### config.mk
export PLATFORM = sky130hd
export DESIGN_NAME = strip_xg_pon_header
export DESIGN_NICKNAME = d
export VERILOG_FILES = /design/src/rtl/xg_pon_pkg.sv /design/src/rtl/strip_xg_pon_header.sv
export SDC_FILE = /design/constraint.sdc
export NUM_CORES = 1
export LEC_CHECK = 0
export CAP_MARGIN = 10
export CORE_ASPECT_RATIO = 0.8
export CORE_MARGIN = 2
export CORE_UTILIZATION = 51
export DETAILED_ROUTE_END_ITERATION = 12
export DONT_BUFFER_PORTS = 1
export HOLD_SLACK_MARGIN = 0.15
export PLACE_DENSITY = 0.66
export REMOVE_ABC_BUFFERS = 1
export SLEW_MARGIN = 20
export SYNTH_ARGS = -nofsm -noshare
export SYNTH_HDL_FRONTEND = slang
export SYNTH_SLANG_ARGS = --single-unit
### constraint.sdc
create_clock -name axis_clk -period 9.4 [get_ports axis_clk]
set_clock_uncertainty 0.1 [all_clocks]
set_input_delay 1.41 -clock axis_clk [delete_from_list [all_inputs] [get_ports axis_clk]]
set_output_delay 1.41 -clock axis_clk [all_outputs]
set_load 0.02 [all_outputs]
### src/rtl/xg_pon_pkg.sv
// XGEM header layout, parsing state encoding and small helpers shared by the
// XG-PON header insert/strip blocks.
package xg_pon_pkg;

  localparam int HDR_WORDS      = 2;
  localparam int PLI_W          = 14;
  localparam int BYTES_PER_BEAT = 4;

  // Word0 fields
  localparam int PLI_MSB  = 31;
  localparam int PLI_LSB  = 18;
  localparam int KEY_MSB  = 17;
  localparam int KEY_LSB  = 16;
  localparam int PORT_MSB = 15;
  localparam int PORT_LSB = 0;

  // Word1 fields
  localparam int OPT_MSB = 31;
  localparam int OPT_LSB = 14;
  localparam int LF_BIT  = 13;
  localparam int HEC_MSB = 12;
  localparam int HEC_LSB = 0;

  typedef enum logic [1:0] {
    HDR0    = 2'd0,
    HDR1    = 2'd1,
    PAYLOAD = 2'd2,
    DISCARD = 2'd3
  } xg_state_e;

  function automatic logic [15:0] sat_inc(input logic [15:0] v);
    return (v == 16'hFFFF) ? v : v + 16'd1;
  endfunction

  // Byte-enable mask for the last beat of a payload, given the bytes still owed.
  function automatic logic [3:0] tail_keep(input logic [PLI_W-1:0] rem);
    case (rem)
      PLI_W'(1): return 4'h1;
      PLI_W'(2): return 4'h3;
      PLI_W'(3): return 4'h7;
      default:   return 4'hF;
    endcase
  endfunction

endpackage

### src/rtl/strip_xg_pon_header.sv
// Strips the 2-word XGEM header, trims the payload to PLI bytes and optionally filters on port-ID.
// Payload beats appear 1 cycle after acceptance through one registered stage; stalls on TREADY_in.
module strip_xg_pon_header
  import xg_pon_pkg::*;
#(
  parameter logic [15:0] PORT_ID   = 16'h0001,
  parameter logic        FILTER_EN = 1'b0
) (
  input  logic        axis_clk,
  input  logic        axis_reset,

  input  logic [31:0] axis_TDATA_in,
  input  logic        axis_TVALID_in,
  input  logic [3:0]  axis_TKEEP_in,
  input  logic        axis_TLAST_in,
  input  logic        axis_TUSER_in,
  output logic        axis_TREADY_out,

  output logic [31:0] axis_TDATA_out,
  output logic        axis_TVALID_out,
  output logic [3:0]  axis_TKEEP_out,
  output logic        axis_TLAST_out,
  output logic        axis_TUSER_out,
  input  logic        axis_TREADY_in,

  output logic [15:0] frames_ok_cnt,
  output logic [15:0] frames_drop_cnt,
  output logic [15:0] frames_err_cnt
);

  localparam logic [PLI_W-1:0] BEAT_BYTES = PLI_W'(BYTES_PER_BEAT);

  xg_state_e         state_q, state_d;
  logic [PLI_W-1:0]  pli_q, pli_d;
  logic [PLI_W-1:0]  rem_q, rem_d;
  logic [15:0]       port_q, port_d;
  logic              err_seen_q, err_seen_d;

  logic [31:0]       tdata_q, tdata_d;
  logic              tvalid_q, tvalid_d;
  logic [3:0]        tkeep_q, tkeep_d;
  logic              tlast_q, tlast_d;
  logic              tuser_q, tuser_d;

  logic [15:0]       ok_q, ok_d;
  logic [15:0]       drop_q, drop_d;
  logic [15:0]       err_q, err_d;

  logic              in_rdy;
  logic              in_beat;
  logic              frame_err;

  // Only the payload state can be stalled by the output register.
  assign in_rdy          = (state_q == PAYLOAD) ? (~tvalid_q | axis_TREADY_in) : 1'b1;
  assign axis_TREADY_out = in_rdy & ~axis_reset;
  assign in_beat         = axis_TVALID_in & axis_TREADY_out;
  assign frame_err       = err_seen_q | axis_TUSER_in;

  always_comb begin
    state_d    = state_q;
    pli_d      = pli_q;
    rem_d      = rem_q;
    port_d     = port_q;
    err_seen_d = err_seen_q;
    tdata_d    = tdata_q;
    tvalid_d   = tvalid_q;
    tkeep_d    = tkeep_q;
    tlast_d    = tlast_q;
    tuser_d    = tuser_q;
    ok_d       = ok_q;
    drop_d     = drop_q;
    err_d      = err_q;

    if (tvalid_q && axis_TREADY_in) begin
      tvalid_d = 1'b0;
    end

    case (state_q)
      HDR0: begin
        if (in_beat) begin
          pli_d  = axis_TDATA_in[PLI_MSB:PLI_LSB];
          port_d = axis_TDATA_in[PORT_MSB:PORT_LSB];
          if (axis_TLAST_in) begin
            drop_d = sat_inc(drop_q);
          end else begin
            state_d = HDR1;
          end
        end
      end

      HDR1: begin
        if (in_beat) begin
          if (axis_TLAST_in) begin
            drop_d  = sat_inc(drop_q);
            state_d = HDR0;
          end else if ((pli_q == '0) || (FILTER_EN && (port_q != PORT_ID))) begin
            drop_d  = sat_inc(drop_q);
            state_d = DISCARD;
          end else begin
            rem_d      = pli_q;
            err_seen_d = 1'b0;
            state_d    = PAYLOAD;
          end
        end
      end

      PAYLOAD: begin
        if (in_beat) begin
          tvalid_d = 1'b1;
          tdata_d  = axis_TDATA_in;
          if (rem_q <= BEAT_BYTES) begin
            tlast_d = 1'b1;
            tkeep_d = tail_keep(rem_q);
            tuser_d = frame_err;
            if (frame_err) err_d = sat_inc(err_q);
            else           ok_d  = sat_inc(ok_q);
            rem_d   = '0;
            // Anything after the last counted byte is padding to be swallowed.
            state_d = axis_TLAST_in ? HDR0 : DISCARD;
          end else if (axis_TLAST_in) begin
            tlast_d = 1'b1;
            tkeep_d = axis_TKEEP_in;
            tuser_d = 1'b1;
            err_d   = sat_inc(err_q);
            rem_d   = '0;
            state_d = HDR0;
          end else begin
            tlast_d    = 1'b0;
            tkeep_d    = 4'hF;
            tuser_d    = 1'b0;
            rem_d      = rem_q - BEAT_BYTES;
            err_seen_d = frame_err;
          end
        end
      end

      DISCARD: begin
        if (in_beat && axis_TLAST_in) begin
          state_d = HDR0;
        end
      end

      default: state_d = HDR0;
    endcase
  end

  always_ff @(posedge axis_clk or posedge axis_reset) begin
    if (axis_reset) begin
      state_q    <= HDR0;
      pli_q      <= '0;
      rem_q      <= '0;
      port_q     <= '0;
      err_seen_q <= 1'b0;
      tdata_q    <= '0;
      tvalid_q   <= 1'b0;
      tkeep_q    <= 4'h0;
      tlast_q    <= 1'b0;
      tuser_q    <= 1'b0;
      ok_q       <= '0;
      drop_q     <= '0;
      err_q      <= '0;
    end else begin
      state_q    <= state_d;
      pli_q      <= pli_d;
      rem_q      <= rem_d;
      port_q     <= port_d;
      err_seen_q <= err_seen_d;
      tdata_q    <= tdata_d;
      tvalid_q   <= tvalid_d;
      tkeep_q    <= tkeep_d;
      tlast_q    <= tlast_d;
      tuser_q    <= tuser_d;
      ok_q       <= ok_d;
      drop_q     <= drop_d;
      err_q      <= err_d;
    end
  end

  assign axis_TDATA_out  = tdata_q;
  assign axis_TVALID_out = tvalid_q;
  assign axis_TKEEP_out  = tkeep_q;
  assign axis_TLAST_out  = tlast_q;
  assign axis_TUSER_out  = tuser_q;
  assign frames_ok_cnt   = ok_q;
  assign frames_drop_cnt = drop_q;
  assign frames_err_cnt  = err_q;

endmodule

After elaboration in Yosys (flattened, before gate mapping) --
Cells that the tools add are included.
Operators by class: mux-type cells 46, $add $sub $neg 4, order comparisons 1, reduce and logical (&&, ||, !) cells 15, equal/unequal tests 22, bitwise operators 8
Operators with widths (number):
- 16-bit two-way mux | 10
- 14-bit two-way mux | 6
- 16-bit by 1-bit adder with 16-bit output (second input constant) | 3
- 16-bit == test (second input constant) | 3
- 16-bit case mux with 2 select lines | 1
- 14-bit by 2-bit == test with 1-bit output (second input constant) | 2
- 14-bit case mux with 2 select lines | 1
- 2-bit != test (second input constant) | 11
- 2-bit two-way mux | 9
- 5-bit AND reduction | 3
- 14-bit by 1-bit == test with 1-bit output (second input constant) | 1
- 14-bit by 3-bit <= comparator with 1-bit output (second input constant) | 1
- 14-bit logical NOT | 1
- 1-bit two-way mux | 14
- 14-bit by 3-bit subtractor with 14-bit output (second input constant) | 1
- 4-bit case mux with 3 select lines | 1
- 4-bit two-way mux | 2
- 2-bit case mux with 4 select lines | 1
- 7-bit AND reduction | 1
- 6-bit AND reduction | 1
- 2-bit nonzero test | 3
- 2-bit == test (second input constant) | 2
- 1-bit NOT | 4
- 2-bit AND reduction | 2
- other kinds (9) | 12
Word-level totals: word-level logic and storage cells 108, bits in registers 118, output and inout port bits 88, input bits 42

Longest topological paths before layout --
depth in word-level cells 8, mapped depth 10, depth with buffers taken out 8

Least setup slack after synthesis --
Ideal clock, no wire load.
path type input to output, start input port axis_TREADY_in, end output port axis_TREADY_out, arrival time 1.861 ns, path buffers 0, setup slack 6.029 ns, data required time 7.890 ns, cell stages on the path 2, cells stage by stage and3b_1 nor2_1
Between the ends: longest elaborated chain between the ends 3
Ends and longest elaborated chain:
- start: declaration | RTL line strip_xg_pon_header.sv:24 | input logic axis_TREADY_in,
- 1-bit OR | RTL line strip_xg_pon_header.sv:54 | assign in_rdy = (state_q == PAYLOAD) ? (~tvalid_q | axis_TREADY_in) : 1'b1;
- 1-bit two-way mux | RTL line strip_xg_pon_header.sv:54
- 1-bit AND | RTL line strip_xg_pon_header.sv:55 | assign axis_TREADY_out = in_rdy & ~axis_reset;
- end: declaration | RTL line strip_xg_pon_header.sv:17 | output logic axis_TREADY_out,
Every way passes these cells.

Final worst setup path --
Same ends and word-level chain as after synthesis.

==> results.ini <==
[setup_path]
path_buf_inv=0
endpoint_kind=output pin
worst_r2r_startpoint=rem_q[3]
timing.critical_path.fanout_max=2
crit_chain=and3b_1, nor2_1
worstSetupPathType=in -> out
crit_path_top_delay_cell=nor2_1
critical_path.startpoint_type=input pin
cp_slowest_stage_delay_ns=0.31
crit_family=simple AND/OR/NAND/NOR gates
worst-endpoint-arrival_ns=1.89
critPathLaunch=axis_TREADY_in
critical_path_required_ns=7.89

[sta]
max_slew_violation_count=0
finalHoldWorstSlack_ns=0.435
setup_violations=0
achievable-frequency_mhz=295
grt_setup_unrepaired=false
max_slew.worst_pin.slew_ns=0.769
final-hold-violation-count=0
timing.final.crit_share=0.361
final.min_clock_period_ns=3.40
max-slew-margin-rel=0.482
totalNegativeSetupSlack_ns=0

[clock_tree]
numCtsBuffers=17
numClockSinks=118
clk_path_buf_depth=2
post_cts_setup_repair_buffer_count=0
cts_hold_repair.buffers=0
clk_root_buffer_cell=clkbuf_16
clock_insertion_delay_worst_skew_ns=0.40
htreeDepth=4
ctsResizeCount=0
clock_tree_from_tritoncts=built
path_clk_slew_ns=0.05

[detailed_routing]
via_per_inst=5.68
route.final.wire_length_um=12000
antenna_viol_nets_final=0
first_iter_violations=368
post_drt_wl_per_cell_um=16.6
firstDrtPassIters=5
route.detailed.drc=0
vias=4117

[yosys]
synthCells=567
synth.top_cells.by_area=dfrtp_1, nand2_1, mux2_2
postSynthAreaPerCell_um2=9.77
yosys_warnings=0
ys_async_sr_fraction=1.00
yosys.area.top_type_share=0.533
synth.yosys.seq_area_share=0.533
synth_cell_types=53
synth.ff_latch_count=118
synth_area_leader_cell=dfrtp_1
synth_area_mm2=0.00554
yosys_most_used_dff=dfrtp_1
synth_enable_flop_cells=0

[global_route]
grt_pass1_wl_um=19900
overall_overflow_remaining_after_global_route=0
global_route.usage.total=0.213
antenna_found_initial=0
vias_in_the_first_global_route=3918
grt_start_max_net_pins=84

[place]
placement.io_buffers=0
dp_hpwl_um=8250
gp_congestion=0.871

[min_path]
min_path_type=reg -> reg
hold_path.startpoint=pli_q[4]

[die]
boundaryPins=130
die_y_um=97.2
fp.dieW_um=121
starting_density_of_the_core=0.517
core_footprint_mm2=0.0107
fp.dieArea_mm2=0.0117
floorplan.rows=34

[layout]
area_delta_synth_final_pct=12.6
diodes=0
final.fill_count=953
fin_nets=622
final_layout_size_suffix_gt1_frac=0.103
multi_input_comb_area_mm2=0.00245
register_area_mm2=0.00295

[pwr]
powerDensity_mw_per_mm2=300
worst_ir_drop_vdd_v=0.000169
power.static_leakage_nw=2.96

[flow_run]
maxCapViolCount=0

[run_status]
status=completed

-- logic make-up (layout without fill, tap and decap cells) --
| kind of cell | after synthesis | count (layout) | share of synthesized area |
|---|---|---|---|
| xor+xnor | 43 | 43 | 0.0680 |
| mux | 18 | 18 | 0.0366 |
| simple gates | 270 | 270 | 0.227 |
| buf+inv | 36 | 50 | 0.0260 |
| flops | 118 | 118 | 0.533 |
| compound gates | 72 | 72 | 0.0870 |
| fa+ha+maj | 10 | 10 | 0.0226 |
-- flip-flops by register name, summed over array words and instances, names as in the netlist --
signal,flops
axis_TDATA_out,32
axis_TKEEP_out,4
axis_TLAST_out,1
axis_TUSER_out,1
axis_TVALID_out,1
err_seen_q,1
frames_drop_cnt,16
frames_err_cnt,16
frames_ok_cnt,16
pli_q,14
rem_q,14
state_q,2
-- Yosys cell counts, types with 2 or more instances --
master and instances:
nor3_1 21, nand2_1 141, a31oi_1 6, buf_1 2, ha_1 10, and2_1 2, a22oi_1 6, nand3_1 16
clkbuf_1 15, and3_1 6, nand4_1 12, nor2_1 37, nor2b_1 2, nor3_2 2, or2_2 2, nor4_2 2
o21ai_0 24, or3_1 2, xor2_1 23, or4_1 2, nand4b_1 2, a21o_1 2, dfrtp_1 118, mux2_2 18
o311ai_0 2, a22o_1 2, inv_1 17, xnor2_1 20, a21oi_1 14, nor4_1 8, o211ai_1 4, and4_1 6
-- final timing paths --
| check | cells after the start | slack (ns) | endpoint |
|---|---|---|---|
| setup / recovery | 2 | 6.00 | axis_TREADY_out |
| hold / removal | 1 | 0.44 | pli_q[4] |
| setup reg to reg | 8 | 6.08 | frames_ok_cnt[7] |
| hold reg to reg | 1 | 0.44 | pli_q[4] |
| max in group asynchronous | 2 | 7.30 | axis_TDATA_out[30] |
| min in group asynchronous | 1 | 0.79 | frames_drop_cnt[2] |
-- metal layers --
| layer | share of wire | global-route usage | wire (um) |
|---|---|---|---|
| met1 | 0.46 | 0.293 | 5510 |
| met2 | 0.47 | 0.320 | 5710 |
| met3 | 0.062 | 0.0698 | 741 |
| met4 | 0.0065 | 0.0716 | 78 |
| met5 | 0 | 0 | 0 |
-- power breakdown --
part	switching, mW	total [mW]	internal [mW]
Clock	0.206	0.608	0.402
Sequential	0.241	0.897	0.656
Combinational	0.208	0.363	0.155
-- cell usage in the layout (no fill, tap or decap), types with 16 or more instances in the layout --
| master | synthesis | final |
|---|---|---|
| nand2_1 | 141 | 141 |
| dfrtp_1 | 118 | 118 |
| nor2_1 | 37 | 37 |
| o21ai_0 | 24 | 24 |
| xor2_1 | 23 | 23 |
| nor3_1 | 21 | 21 |
| xnor2_1 | 20 | 20 |
| mux2_2 | 18 | 18 |
| clkbuf_16 | 0 | 17 |
| inv_1 | 17 | 16 |
-- per-stage QoR --
step | cells | worst slack [ns] | cell area, um2 | power [mW] | utilization
after floorplan | 548 | 4.76 | 5460 | 1.16 | -
after global placement | 695 | 5.79 | 5670 | 1.25 | 0.529
after detailed placement | 695 | 5.73 | 5670 | 1.27 | 0.529
after CTS | 725 | 6.00 | 6230 | 1.89 | 0.581
after global routing | 725 | 5.88 | 6230 | 1.98 | 0.582
final | 725 | 6.00 | 6230 | 1.87 | 0.582
-- area by class of cell --
cell class / instances / share of cell area
clock buffers: 27 / 0.0839
clock inverters: 3 / 0.00642
inverters: 17 / 0.0106
multi-input cells: 413 / 0.392
flip-flops and latches: 118 / 0.474
well taps: 144 / 0.0289
repair buffers: 3 / 0.00421
Power figures use the tool's default switching activity.
